==> src/rtl/mem2axi_if.sv <==
// AXI4 bus bundle (AXI_BUS) with Master and Slave modports, used by the mem2axi bridge.
interface AXI_BUS #(
    parameter int unsigned AXI_ADDR_WIDTH = 64,
    parameter int unsigned AXI_DATA_WIDTH = 64,
    parameter int unsigned AXI_ID_WIDTH   = 10,
    parameter int unsigned AXI_USER_WIDTH = 10
);
    localparam int unsigned STRB_WIDTH = AXI_DATA_WIDTH / 8;

    logic [AXI_ID_WIDTH-1:0]   aw_id;
    logic [AXI_ADDR_WIDTH-1:0] aw_addr;
    logic [7:0]                aw_len;
    logic [2:0]                aw_size;
    logic [1:0]                aw_burst;
    logic                      aw_lock;
    logic [3:0]                aw_cache;
    logic [2:0]                aw_prot;
    logic [3:0]                aw_qos;
    logic [3:0]                aw_region;
    logic [5:0]                aw_atop;
    logic [AXI_USER_WIDTH-1:0] aw_user;
    logic                      aw_valid;
    logic                      aw_ready;

    logic [AXI_DATA_WIDTH-1:0] w_data;
    logic [STRB_WIDTH-1:0]     w_strb;
    logic                      w_last;
    logic [AXI_USER_WIDTH-1:0] w_user;
    logic                      w_valid;
    logic                      w_ready;

    logic [AXI_ID_WIDTH-1:0]   b_id;
    logic [1:0]                b_resp;
    logic [AXI_USER_WIDTH-1:0] b_user;
    logic                      b_valid;
    logic                      b_ready;

    logic [AXI_ID_WIDTH-1:0]   ar_id;
    logic [AXI_ADDR_WIDTH-1:0] ar_addr;
    logic [7:0]                ar_len;
    logic [2:0]                ar_size;
    logic [1:0]                ar_burst;
    logic                      ar_lock;
    logic [3:0]                ar_cache;
    logic [2:0]                ar_prot;
    logic [3:0]                ar_qos;
    logic [3:0]                ar_region;
    logic [AXI_USER_WIDTH-1:0] ar_user;
    logic                      ar_valid;
    logic                      ar_ready;

    logic [AXI_ID_WIDTH-1:0]   r_id;
    logic [AXI_DATA_WIDTH-1:0] r_data;
    logic [1:0]                r_resp;
    logic                      r_last;
    logic [AXI_USER_WIDTH-1:0] r_user;
    logic                      r_valid;
    logic                      r_ready;

    modport Master (
        output aw_id, aw_addr, aw_len, aw_size, aw_burst, aw_lock, aw_cache, aw_prot,
               aw_qos, aw_region, aw_atop, aw_user, aw_valid,
        input  aw_ready,
        output w_data, w_strb, w_last, w_user, w_valid,
        input  w_ready,
        input  b_id, b_resp, b_user, b_valid,
        output b_ready,
        output ar_id, ar_addr, ar_len, ar_size, ar_burst, ar_lock, ar_cache, ar_prot,
               ar_qos, ar_region, ar_user, ar_valid,
        input  ar_ready,
        input  r_id, r_data, r_resp, r_last, r_user, r_valid,
        output r_ready
    );

    modport Slave (
        input  aw_id, aw_addr, aw_len, aw_size, aw_burst, aw_lock, aw_cache, aw_prot,
               aw_qos, aw_region, aw_atop, aw_user, aw_valid,
        output aw_ready,
        input  w_data, w_strb, w_last, w_user, w_valid,
        output w_ready,
        output b_id, b_resp, b_user, b_valid,
        input  b_ready,
        input  ar_id, ar_addr, ar_len, ar_size, ar_burst, ar_lock, ar_cache, ar_prot,
               ar_qos, ar_region, ar_user, ar_valid,
        output ar_ready,
        output r_id, r_data, r_resp, r_last, r_user, r_valid,
        input  r_ready
    );
endinterface

==> src/rtl/mem2axi.sv <==
// Memory req/gnt port to AXI4 master bridge, single-beat, one transaction outstanding.
// Define MEM2AXI_ERR_EN to report SLVERR/DECERR responses on err_o.
module mem2axi #(
    parameter int unsigned             AXI_ID_WIDTH   = 10,
    parameter int unsigned             AXI_ADDR_WIDTH = 64,
    parameter int unsigned             AXI_DATA_WIDTH = 64,
    parameter int unsigned             AXI_USER_WIDTH = 10,
    parameter logic [AXI_ID_WIDTH-1:0] AXI_ID         = '0
) (
    input  logic                        clk_i,
    input  logic                        rst_ni,
    input  logic                        req_i,
    output logic                        gnt_o,
    input  logic                        we_i,
    input  logic [AXI_ADDR_WIDTH-1:0]   addr_i,
    input  logic [AXI_DATA_WIDTH/8-1:0] be_i,
    input  logic [AXI_USER_WIDTH-1:0]   user_i,
    input  logic [AXI_DATA_WIDTH-1:0]   data_i,
    output logic                        rvalid_o,
    output logic [AXI_DATA_WIDTH-1:0]   rdata_o,
    output logic [AXI_USER_WIDTH-1:0]   ruser_o,
    output logic                        err_o,
    output logic [2:0]                  state_o,
    AXI_BUS.Master                      master
);
    localparam int unsigned LOG_NR_BYTES = $clog2(AXI_DATA_WIDTH / 8);
    localparam logic [2:0]  AXI_SIZE     = 3'(LOG_NR_BYTES);

    typedef enum logic [2:0] {IDLE = 3'd0, AR = 3'd1, R = 3'd2, AW_W = 3'd3, B = 3'd4} state_e;

    state_e                      state_q, state_d;
    logic                        aw_done_q, aw_done_d;
    logic                        w_done_q, w_done_d;
    logic                        load;
    logic [AXI_ADDR_WIDTH-1:0]   addr_q;
    logic [AXI_DATA_WIDTH/8-1:0] be_q;
    logic [AXI_USER_WIDTH-1:0]   user_q;
    logic [AXI_DATA_WIDTH-1:0]   data_q;

    assign state_o = state_q;

    always_ff @(posedge clk_i or negedge rst_ni) begin
        if (!rst_ni) begin
            state_q   <= IDLE;
            aw_done_q <= 1'b0;
            w_done_q  <= 1'b0;
            addr_q    <= '0;
            be_q      <= '0;
            user_q    <= '0;
            data_q    <= '0;
        end else begin
            state_q   <= state_d;
            aw_done_q <= aw_done_d;
            w_done_q  <= w_done_d;
            if (load) begin
                addr_q <= addr_i;
                be_q   <= be_i;
                user_q <= user_i;
                data_q <= data_i;
            end
        end
    end

    // Handshakes: a transfer happens on a cycle where valid && ready; valids depend only on
    // registered state, are never withdrawn before that cycle, and payloads come from registers.
    always_comb begin
        state_d          = state_q;
        aw_done_d        = aw_done_q;
        w_done_d         = w_done_q;
        load             = 1'b0;
        gnt_o            = 1'b0;
        rvalid_o         = 1'b0;
        rdata_o          = '0;
        ruser_o          = '0;
        err_o            = 1'b0;
        master.ar_valid  = 1'b0;
        master.r_ready   = 1'b0;
        master.aw_valid  = 1'b0;
        master.w_valid   = 1'b0;
        master.b_ready   = 1'b0;
        unique case (state_q)
            IDLE: begin
                gnt_o = req_i;
                if (req_i) begin
                    load    = 1'b1;
                    state_d = we_i ? AW_W : AR;
                end
            end
            AR: begin
                master.ar_valid = 1'b1;
                if (master.ar_ready) state_d = R;
            end
            R: begin
                master.r_ready = 1'b1;
                if (master.r_valid) begin
                    rvalid_o = 1'b1;
                    rdata_o  = master.r_data;
                    ruser_o  = master.r_user;
`ifdef MEM2AXI_ERR_EN
                    err_o    = master.r_resp[1];
`endif
                    state_d  = IDLE;
                end
            end
            AW_W: begin
                master.aw_valid = !aw_done_q;
                master.w_valid  = !w_done_q;
                aw_done_d       = aw_done_q | master.aw_ready;
                w_done_d        = w_done_q | master.w_ready;
                // AW and W may complete in either order; leave only once both have.
                if (aw_done_d && w_done_d) begin
                    aw_done_d = 1'b0;
                    w_done_d  = 1'b0;
                    state_d   = B;
                end
            end
            B: begin
                master.b_ready = 1'b1;
                if (master.b_valid) begin
                    rvalid_o = 1'b1;
`ifdef MEM2AXI_ERR_EN
                    err_o    = master.b_resp[1];
`endif
                    state_d  = IDLE;
                end
            end
            default: state_d = IDLE;
        endcase
    end

    assign master.ar_id     = AXI_ID;
    assign master.ar_addr   = addr_q;
    assign master.ar_len    = 8'd0;
    assign master.ar_size   = AXI_SIZE;
    assign master.ar_burst  = 2'b01;
    assign master.ar_lock   = 1'b0;
    assign master.ar_cache  = 4'd0;
    assign master.ar_prot   = 3'd0;
    assign master.ar_qos    = 4'd0;
    assign master.ar_region = 4'd0;
    assign master.ar_user   = user_q;

    assign master.aw_id     = AXI_ID;
    assign master.aw_addr   = addr_q;
    assign master.aw_len    = 8'd0;
    assign master.aw_size   = AXI_SIZE;
    assign master.aw_burst  = 2'b01;
    assign master.aw_lock   = 1'b0;
    assign master.aw_cache  = 4'd0;
    assign master.aw_prot   = 3'd0;
    assign master.aw_qos    = 4'd0;
    assign master.aw_region = 4'd0;
    assign master.aw_atop   = 6'd0;
    assign master.aw_user   = user_q;

    assign master.w_data    = data_q;
    assign master.w_strb    = be_q;
    assign master.w_last    = 1'b1;
    assign master.w_user    = user_q;

    // IDs, r_last and b_user carry no information with a single outstanding single-beat transfer.
    logic unused_inputs;
    assign unused_inputs = ^{master.r_id, master.r_last, master.b_id, master.b_user,
                             master.r_resp, master.b_resp};
endmodule

==> src/flat_wrapper.sv <==
// flat-port wrapper written by rule: the top's interface ports become plain ports
module mem2axi_flat 
#(
    parameter int unsigned             AXI_ID_WIDTH   = 10,
    parameter int unsigned             AXI_ADDR_WIDTH = 64,
    parameter int unsigned             AXI_DATA_WIDTH = 64,
    parameter int unsigned             AXI_USER_WIDTH = 10,
    parameter logic [AXI_ID_WIDTH-1:0] AXI_ID         = '0
)
  (clk_i, rst_ni, req_i, gnt_o, we_i, addr_i, be_i, user_i, data_i, rvalid_o, rdata_o, ruser_o, err_o, state_o, master_aw_id, master_aw_addr, master_aw_len, master_aw_size, master_aw_burst, master_aw_lock, master_aw_cache, master_aw_prot, master_aw_qos, master_aw_region, master_aw_atop, master_aw_user, master_aw_valid, master_aw_ready, master_w_data, master_w_strb, master_w_last, master_w_user, master_w_valid, master_w_ready, master_b_id, master_b_resp, master_b_user, master_b_valid, master_b_ready, master_ar_id, master_ar_addr, master_ar_len, master_ar_size, master_ar_burst, master_ar_lock, master_ar_cache, master_ar_prot, master_ar_qos, master_ar_region, master_ar_user, master_ar_valid, master_ar_ready, master_r_id, master_r_data, master_r_resp, master_r_last, master_r_user, master_r_valid, master_r_ready);
  AXI_BUS #(.AXI_ADDR_WIDTH(AXI_ADDR_WIDTH), .AXI_DATA_WIDTH(AXI_DATA_WIDTH), .AXI_ID_WIDTH(AXI_ID_WIDTH), .AXI_USER_WIDTH(AXI_USER_WIDTH)) master_i ();
  input  logic clk_i;
  input  logic rst_ni;
  input  logic req_i;
  output logic gnt_o;
  input  logic we_i;
  input  logic [AXI_ADDR_WIDTH-1:0] addr_i;
  input  logic [AXI_DATA_WIDTH/8-1:0] be_i;
  input  logic [AXI_USER_WIDTH-1:0] user_i;
  input  logic [AXI_DATA_WIDTH-1:0] data_i;
  output logic rvalid_o;
  output logic [AXI_DATA_WIDTH-1:0] rdata_o;
  output logic [AXI_USER_WIDTH-1:0] ruser_o;
  output logic err_o;
  output logic [2:0] state_o;
  output wire logic [$bits(master_i.aw_id)-1:0] master_aw_id;
  output wire logic [$bits(master_i.aw_addr)-1:0] master_aw_addr;
  output wire logic [$bits(master_i.aw_len)-1:0] master_aw_len;
  output wire logic [$bits(master_i.aw_size)-1:0] master_aw_size;
  output wire logic [$bits(master_i.aw_burst)-1:0] master_aw_burst;
  output wire logic [$bits(master_i.aw_lock)-1:0] master_aw_lock;
  output wire logic [$bits(master_i.aw_cache)-1:0] master_aw_cache;
  output wire logic [$bits(master_i.aw_prot)-1:0] master_aw_prot;
  output wire logic [$bits(master_i.aw_qos)-1:0] master_aw_qos;
  output wire logic [$bits(master_i.aw_region)-1:0] master_aw_region;
  output wire logic [$bits(master_i.aw_atop)-1:0] master_aw_atop;
  output wire logic [$bits(master_i.aw_user)-1:0] master_aw_user;
  output wire logic [$bits(master_i.aw_valid)-1:0] master_aw_valid;
  input wire logic [$bits(master_i.aw_ready)-1:0] master_aw_ready;
  output wire logic [$bits(master_i.w_data)-1:0] master_w_data;
  output wire logic [$bits(master_i.w_strb)-1:0] master_w_strb;
  output wire logic [$bits(master_i.w_last)-1:0] master_w_last;
  output wire logic [$bits(master_i.w_user)-1:0] master_w_user;
  output wire logic [$bits(master_i.w_valid)-1:0] master_w_valid;
  input wire logic [$bits(master_i.w_ready)-1:0] master_w_ready;
  input wire logic [$bits(master_i.b_id)-1:0] master_b_id;
  input wire logic [$bits(master_i.b_resp)-1:0] master_b_resp;
  input wire logic [$bits(master_i.b_user)-1:0] master_b_user;
  input wire logic [$bits(master_i.b_valid)-1:0] master_b_valid;
  output wire logic [$bits(master_i.b_ready)-1:0] master_b_ready;
  output wire logic [$bits(master_i.ar_id)-1:0] master_ar_id;
  output wire logic [$bits(master_i.ar_addr)-1:0] master_ar_addr;
  output wire logic [$bits(master_i.ar_len)-1:0] master_ar_len;
  output wire logic [$bits(master_i.ar_size)-1:0] master_ar_size;
  output wire logic [$bits(master_i.ar_burst)-1:0] master_ar_burst;
  output wire logic [$bits(master_i.ar_lock)-1:0] master_ar_lock;
  output wire logic [$bits(master_i.ar_cache)-1:0] master_ar_cache;
  output wire logic [$bits(master_i.ar_prot)-1:0] master_ar_prot;
  output wire logic [$bits(master_i.ar_qos)-1:0] master_ar_qos;
  output wire logic [$bits(master_i.ar_region)-1:0] master_ar_region;
  output wire logic [$bits(master_i.ar_user)-1:0] master_ar_user;
  output wire logic [$bits(master_i.ar_valid)-1:0] master_ar_valid;
  input wire logic [$bits(master_i.ar_ready)-1:0] master_ar_ready;
  input wire logic [$bits(master_i.r_id)-1:0] master_r_id;
  input wire logic [$bits(master_i.r_data)-1:0] master_r_data;
  input wire logic [$bits(master_i.r_resp)-1:0] master_r_resp;
  input wire logic [$bits(master_i.r_last)-1:0] master_r_last;
  input wire logic [$bits(master_i.r_user)-1:0] master_r_user;
  input wire logic [$bits(master_i.r_valid)-1:0] master_r_valid;
  output wire logic [$bits(master_i.r_ready)-1:0] master_r_ready;
  assign master_aw_id = master_i.aw_id;
  assign master_aw_addr = master_i.aw_addr;
  assign master_aw_len = master_i.aw_len;
  assign master_aw_size = master_i.aw_size;
  assign master_aw_burst = master_i.aw_burst;
  assign master_aw_lock = master_i.aw_lock;
  assign master_aw_cache = master_i.aw_cache;
  assign master_aw_prot = master_i.aw_prot;
  assign master_aw_qos = master_i.aw_qos;
  assign master_aw_region = master_i.aw_region;
  assign master_aw_atop = master_i.aw_atop;
  assign master_aw_user = master_i.aw_user;
  assign master_aw_valid = master_i.aw_valid;
  assign master_i.aw_ready = master_aw_ready;
  assign master_w_data = master_i.w_data;
  assign master_w_strb = master_i.w_strb;
  assign master_w_last = master_i.w_last;
  assign master_w_user = master_i.w_user;
  assign master_w_valid = master_i.w_valid;
  assign master_i.w_ready = master_w_ready;
  assign master_i.b_id = master_b_id;
  assign master_i.b_resp = master_b_resp;
  assign master_i.b_user = master_b_user;
  assign master_i.b_valid = master_b_valid;
  assign master_b_ready = master_i.b_ready;
  assign master_ar_id = master_i.ar_id;
  assign master_ar_addr = master_i.ar_addr;
  assign master_ar_len = master_i.ar_len;
  assign master_ar_size = master_i.ar_size;
  assign master_ar_burst = master_i.ar_burst;
  assign master_ar_lock = master_i.ar_lock;
  assign master_ar_cache = master_i.ar_cache;
  assign master_ar_prot = master_i.ar_prot;
  assign master_ar_qos = master_i.ar_qos;
  assign master_ar_region = master_i.ar_region;
  assign master_ar_user = master_i.ar_user;
  assign master_ar_valid = master_i.ar_valid;
  assign master_i.ar_ready = master_ar_ready;
  assign master_i.r_id = master_r_id;
  assign master_i.r_data = master_r_data;
  assign master_i.r_resp = master_r_resp;
  assign master_i.r_last = master_r_last;
  assign master_i.r_user = master_r_user;
  assign master_i.r_valid = master_r_valid;
  assign master_r_ready = master_i.r_ready;
  mem2axi #(.AXI_ID_WIDTH(AXI_ID_WIDTH), .AXI_ADDR_WIDTH(AXI_ADDR_WIDTH), .AXI_DATA_WIDTH(AXI_DATA_WIDTH), .AXI_USER_WIDTH(AXI_USER_WIDTH), .AXI_ID(AXI_ID)) u_core (.clk_i(clk_i), .rst_ni(rst_ni), .req_i(req_i), .gnt_o(gnt_o), .we_i(we_i), .addr_i(addr_i), .be_i(be_i), .user_i(user_i), .data_i(data_i), .rvalid_o(rvalid_o), .rdata_o(rdata_o), .ruser_o(ruser_o), .err_o(err_o), .state_o(state_o), .master(master_i));
endmodule
==> config.mk <==
export PLATFORM = sky130hd
export DESIGN_NAME = mem2axi_flat
export DESIGN_NICKNAME = d
export VERILOG_FILES = /design/src/rtl/mem2axi_if.sv /design/src/rtl/mem2axi.sv /design/src/flat_wrapper.sv
export SDC_FILE = /design/constraint.sdc
export NUM_CORES = 1
export LEC_CHECK = 0
export BUFFER_PORTS_ARGS = -buffer_cell sky130_fd_sc_hd__buf_2
export CAP_MARGIN = 20
export CORE_AREA = 2 2 260 262
export CTS_CLUSTER_SIZE = 14
export DETAILED_ROUTE_END_ITERATION = 12
export DIE_AREA = 0 0 262 264
export SYNTH_ARGS = -nofsm -noshare
export SYNTH_HDL_FRONTEND = slang
export SYNTH_SLANG_ARGS = --single-unit
==> constraint.sdc <==
create_clock -name clk_i -period 2.17 [get_ports clk_i]
set_input_delay 0.3255 -clock clk_i [delete_from_list [all_inputs] [get_ports clk_i]]
set_output_delay 0.3255 -clock clk_i [all_outputs]
set_load 0.02 [all_outputs]
==> results.json, run 1 <==
{
  "status": "finished with violations",
  "failed_checks": "negative setup slack",
  "worstHoldPathType": "in -> reg",
  "p_leak_uw": 0.00608,
  "insertion_delay_ns": 0.47,
  "grt_overflow_total": 0,
  "final_max_slew_viol_count": 0,
  "cpPeakStageDelay_ns": 0.40,
  "dieWidth_um": 262,
  "design_area_sq_mm": 0.0121,
  "synthFlopType": "dfrtp_1",
  "fmax_ghz": 0.447,
  "core_area_sq_mm": 0.0666,
  "via_count": 6225,
  "timing.rr.start": "u_core.state_o[2]",
  "clock-sinks": 151,
  "timing.final.ws_setup_ns": -0.0659,
  "worst_path_most_repeated_cell": "buf_6",
  "fill_cells": 7317,
  "cp_top_family": "buffers and inverters",
  "slew_headroom_pct": 65.1,
  "gp_congestion": 0.757,
  "grt_start_max_net_pins": 53,
  "p_per_area_mw_per_mm2": 1520,
  "layout-drive-gt1-share_pct": 60.0,
  "track_usage_pct": 7.28,
  "h-tree-depth": 4,
  "cap_violations": 0,
  "crit_buf_inv": 5,
  "drc_errors": 0,
  "ys_types": 29,
  "seq_area_frac_synth_pct": 49.7,
  "worstPathMaxFanout": 9,
  "firstDrtPassIters": 4,
  "root_buffer": "clkbuf_16",
  "grt_pass1_vias": 5942,
  "dp_hpwl_um": 18400,
  "fp-row-count": 95,
  "ant_nets": 0,
  "syn_inst": 609,
  "cts_tree": "yes",
  "crit_start": "u_core.state_o[2]",
  "drtIter0Drc": 208,
  "wl_per_cell_um": 13.4,
  "synth-seq-cells": 151,
  "worst-path-stages": 7,
  "drt-total-wl_um": 26700,
  "period_share_pct": 103,
  "die_h_um": 264,
  "path_class": "reg -> out",
  "synth_edf_count": 0,
  "rsz0062_at_grt": "yes",
  "reg2reg_slack_ns": 0.19,
  "cp-endpoint": "rdata_o[46]",
  "skew_ns": 0.0195,
  "endpoint_kind": "primary output",
  "worstReg2RegEnd": "u_core.master.w_data[16]",
  "max_slew.worst_pin.slew_ns": 0.524,
  "ctsLongestPathBuffers": 2,
  "yosysWarningCount": 0,
  "start_util_pct": 11.4,
  "utilization_pct": 18.1,
  "arrival_ns": 1.91,
  "min_path_cells": 2,
  "synth.cell_area_sq_mm": 0.00761,
  "placed_area_sq_mm": 0.0105,
  "reg2reg_depth": 6,
  "nNetsFinal": 1366,
  "peakVddDrop_v": 0.000895,
  "cp_data_required_time_ns": 1.84,
  "portBuffers": 542,
  "startpoint_type": "flip-flop",
  "io_pins": 664,
  "cts-buffers-inserted": 17,
  "viasPerCell": 3.13,
  "async_reset_ff_share_pct": 100,
  "dpl_worst_slack_ns": 0.295,
  "layout_min_cycle_time_ns": 2.24,
  "grt_pass1_wl_um": 36800,
  "antenna_found_initial": 4,
  "crit_path_cell_trace": "buf_6, nor3b_4, buf_6, buf_12, clkbuf_16, and3_1, buf_6",
  "syn_area_per_cell_sq_um": 12.5,
  "slowest_stage": "dfrtp_1",
  "clkTransAtPathRegs_ns": 0.08,
  "die-area_sq_mm": 0.0692,
  "finalSetupViolCount": 43,
  "hold_viol": 0,
  "area_delta_synth_final_pct": 58.4
}
[sequential cells by signal, summed over array words and instances (netlist names)]
signal	count
u_core.w_done_q	1
u_core.master.w_data	64
u_core.master.ar_addr	64
u_core.master.ar_user	10
u_core.aw_done_q	1
u_core.master.w_strb	8
u_core.state_o	3
[worst reg2reg max path: cells and delay by family, from the launching register on]
family | cells | cell delay (ns)
mux | 1 | 0.36
flops | 1 | 0.40
simple gates | 1 | 0.28
buf+inv | 4 | 0.83
[layout by cell type (no fill, tap or decap), drive strengths merged]
master / Yosys / final
clkbuf: 16 / 20
nor2: 9 / 9
and3b: 1 / 1
nor2b: 1 / 1
conb: 2 / 86
a22oi: 1 / 1
a21oi: 3 / 3
nand3b: 1 / 1
clkinvlp: 0 / 1
and3: 74 / 74
bufinv: 0 / 1
a311oi: 1 / 1
dfrtp: 151 / 151
diode: 0 / 2
o22ai: 1 / 1
nor3: 1 / 1
a22o: 1 / 1
bufbuf: 0 / 2
nand2: 1 / 1
o2bb2ai: 1 / 1
o41ai: 1 / 1
clkinv: 0 / 5
o211a: 1 / 1
o21bai: 1 / 1
inv: 3 / 10
dlygate4sd3: 0 / 14
mux2: 147 / 147
nor4b: 1 / 1
nor3b: 2 / 2
buf: 188 / 576
[kinds of logic after synthesis]
| logic type | count (synthesis) | share of synthesized area (%) |
|---|---|---|
| other | 2 | 0.0987 |
| AOI/OAI and AO/OA | 11 | 1.07 |
| muxes | 147 | 21.8 |
| buffers and inverters | 207 | 19.9 |
| DFF | 151 | 49.7 |
| and+or+nand+nor | 91 | 7.52 |
[cell type report]
cell class	instances	area [sq um]	share of cell area [%]
timing repair buffer	594	3830	31.8
sequential	151	3780	31.4
multi-input combinational	335	2730	22.7
tap	873	1090	9.06
clock buffer	18	429	3.56
clock inverter	14	166	1.38
inverter	3	11.3	0.0934
antenna	2	5.00	0.0415
[layer usage]
layer  wire length [um]  track usage (%)
met3               2290             2.29
met5                  0                0
met2              13400             12.0
met4                624             3.60
met1              10400             8.50
[worst min path at each step]
stage	from	to	slack, ns
detailed placement	rst_ni	u_core.master.w_data[42]	0.33
CTS	addr_i[60]	u_core.master.ar_addr[60]	0.0004
finish	addr_i[61]	u_core.master.ar_addr[61]	0.07
floorplan	rst_ni	u_core.aw_done_q	0.03
global placement	rst_ni	u_core.master.w_data[42]	0.33
global route	be_i[1]	u_core.master.w_strb[1]	0.03
[cells in the mapped netlist (all sizes together), types with 2 or more instances]
cell type  number  area, sq um
nor2            9         33.8
and3           74          463
dfrtp         151         3780
inv             3         11.3
conb            2         7.51
mux2          147         1660
a21oi           3         15.0
nor3b           2         20.0
buf           188         1440
clkbuf         16         61.3
[through the flow]
step                hold WS (ns)  total power [uW]  setup TNS, ns  cells
floorplan                 0.0299             12000              0    693
global route              0.0287             19400          -8.49   1989
detailed placement         0.327             14300              0   1924
global placement           0.332             14200              0   1924
finish                    0.0686             18300          -1.24   1990
CTS                     0.000367             18400          -5.48   1983
[timing repair]
action | 4_1_cts | 5_1_grt
hold buffers | 14 | 0
setup endpoints to repair | 77 | 78
hold endpoints to repair | 58 | 0
gates resized for setup | 135 | 34
setup buffers | 8 | 4
pin swaps | 3 | 1
cloned | 5 | 2
[power breakdown]
group | internal (uW) | leakage [uW] | switching, uW
clock network | 1640 | 0.000288 | 1420
registers | 4270 | 0.00178 | 977
logic | 4040 | 0.00401 | 5970
total | 9950 | 0.00608 | 8370
(Power assumes the default switching activity.)
==> run 2: changes to the inputs <==
--- a/config.mk
+++ b/config.mk
@@ -8,6 +8,7 @@
 export BUFFER_PORTS_ARGS = -buffer_cell sky130_fd_sc_hd__buf_2
 export CAP_MARGIN = 20
 export CORE_AREA = 2 2 260 262
+export CTS_BUF_LIST = sky130_fd_sc_hd__clkbuf_4
 export CTS_CLUSTER_SIZE = 14
 export DETAILED_ROUTE_END_ITERATION = 12
 export DIE_AREA = 0 0 262 264
==> results.json, run 2 (synthesis gave the netlist of run 1 again) <==
{
  "status": "finished with violations",
  "failed_checks": "negative setup slack",
  "nNetsFinal": 1513,
  "arrival_ns": 2.21,
  "worst_path_most_repeated_cell": "buf_6",
  "slew_headroom_pct": 59.5,
  "drt-total-wl_um": 29400,
  "utilization_pct": 20.1,
  "tns_ns": -24.28,
  "timing.rr.start": "u_core.state_o[2]",
  "final_max_slew_viol_count": 0,
  "portBuffers": 542,
  "dp_hpwl_um": 18400,
  "dieWidth_um": 262,
  "grt_pass1_wl_um": 40500,
  "placed_area_sq_mm": 0.0105,
  "final_cell_mix": "buf_2 (459), dlygate4sd3_1 (153), dfrtp_1 (149), mux2_1 (111), conb_1 (86)",
  "worstHoldPathType": "in -> async",
  "grt_pass1_vias": 6901,
  "crit_buf_inv": 5,
  "crit_path_cell_trace": "buf_6, nor3b_4, buf_6, buf_12, buf_6, and3_1, buf_4",
  "layout-drive-gt1-share_pct": 54.7,
  "ctsLongestPathBuffers": 2,
  "io_pins": 664,
  "h-tree-depth": 4,
  "design_area_sq_mm": 0.0134,
  "hold-worst-slack_ns": 0.257,
  "max_slew.worst_pin.slew_ns": 0.608,
  "ant_nets": 0,
  "start_util_pct": 11.4,
  "p_total_uw": 17800,
  "antenna_found_initial": 4,
  "clock-sinks": 151,
  "path_class": "reg -> out",
  "endpoint_kind": "primary output",
  "cts-buffers-inserted": 17,
  "slowest_stage": "dfrtp_1",
  "p_leak_uw": 0.00659,
  "reg2reg_depth": 5,
  "reg2reg_slack_ns": 0.10,
  "via_count": 6850,
  "die_h_um": 264,
  "firstDrtPassIters": 4,
  "skew_ns": 0.0393,
  "viasPerCell": 3.21,
  "fmax_ghz": 0.395,
  "insertion_delay_ns": 0.71,
  "timing.final.ws_setup_ns": -0.364,
  "cpPeakStageDelay_ns": 0.43,
  "grt_start_max_net_pins": 46,
  "rsz0062_at_grt": "yes",
  "layout_min_cycle_time_ns": 2.53,
  "worstReg2RegEnd": "u_core.master.ar_addr[45]",
  "cp_data_required_time_ns": 1.84,
  "hold_viol": 0,
  "cp_top_family": "buffers and inverters",
  "clkTransAtPathRegs_ns": 0.18,
  "core_area_sq_mm": 0.0666,
  "cap_violations": 0,
  "gp_congestion": 0.757,
  "finalSetupViolCount": 79,
  "fp-row-count": 95,
  "startpoint_type": "flip-flop",
  "period_share_pct": 117,
  "peakVddDrop_v": 0.000742,
  "wl_per_cell_um": 13.7,
  "track_usage_pct": 7.88,
  "die-area_sq_mm": 0.0692,
  "area_delta_synth_final_pct": 75.6,
  "worstPathMaxFanout": 4,
  "root_buffer": "clkbuf_4",
  "final_common_cell": "buf_2",
  "p_per_area_mw_per_mm2": 1330,
  "grt_overflow_total": 0,
  "drtIter0Drc": 245,
  "drc_errors": 0,
  "cts_tree": "yes"
}
run 2: cell types whose count changed in the layout (fill, tap and decap cells not counted), moves of 2 or more:
cell and change:
and3_1 -10, and3_4 +10, buf_12 -2, buf_16 +4
buf_2 -6, buf_4 +4, buf_6 +7, clkbuf_16 -17
clkbuf_4 +18, dlygate4sd3_1 +139
run 2: stage by stage:
step | instances | setup WS [ns]
global placement | 1924 | 0.303
CTS | 2127 | -0.524
floorplan | 693 | 0.179
global route | 2137 | -0.537
finish | 2137 | -0.364
detailed placement | 1924 | 0.295
run 2: power by group:
part	switching (uW)	leakage, uW	internal (uW)
registers	1020	0.00178	4260
logic	6180	0.00465	4430
clock network	1300	0.000161	639
run 2: metal layers:
metal  part of all wire, %  vias to the layer above  GRT usage (%)
met1                    39                     3317           8.55
li1                      -                     3114              -
met3                   7.6                       37           2.60
met2                    51                      380           13.6
met5                 0.041                        -              0
met4                   2.6                        2           4.00
run 2: repair_timing:
action	CTS	global route
resized for setup	167	33
hold buffers	155	0
endpoints found under the hold margin	302	0
pin swaps	13	5
endpoints found under the setup margin	81	81
buffers inserted	11	5
cloned	5	4
run 2: worst register-to-register path, cell delays in order (launching register included):
cell and delay (ns):
dfrtp_1 0.43, buf_4 0.15, nor4b_4 0.40, buf_6 0.19, bufbuf_16 0.40, mux2_1 0.37
run 2: area by class of cell:
class / count / area, sq um
Antenna cell: 2 / 5.00
Clock buffer: 18 / 135
Clock inverter: 14 / 166
Fill cell: 7152 / 53200
Inverter: 3 / 13.8
Multi-Input combinational cell: 335 / 2790
Sequential cell: 151 / 3780
Tap cell: 873 / 1090
Timing Repair Buffer: 741 / 5370
run 2: how the worst max path moves through the flow:
stage	from	endpoint	slack (ns)	cells after the start
CTS	u_core.state_o[2]	rdata_o[37]	-0.52	7
global route	u_core.state_o[2]	rdata_o[21]	-0.54	7
detailed placement	u_core.state_o[1]	u_core.master.w_data[63]	0.29	4
finish	u_core.state_o[2]	rdata_o[21]	-0.36	7
floorplan	u_core.state_o[2]	rvalid_o	0.18	3
global placement	u_core.state_o[1]	gnt_o	0.30	3
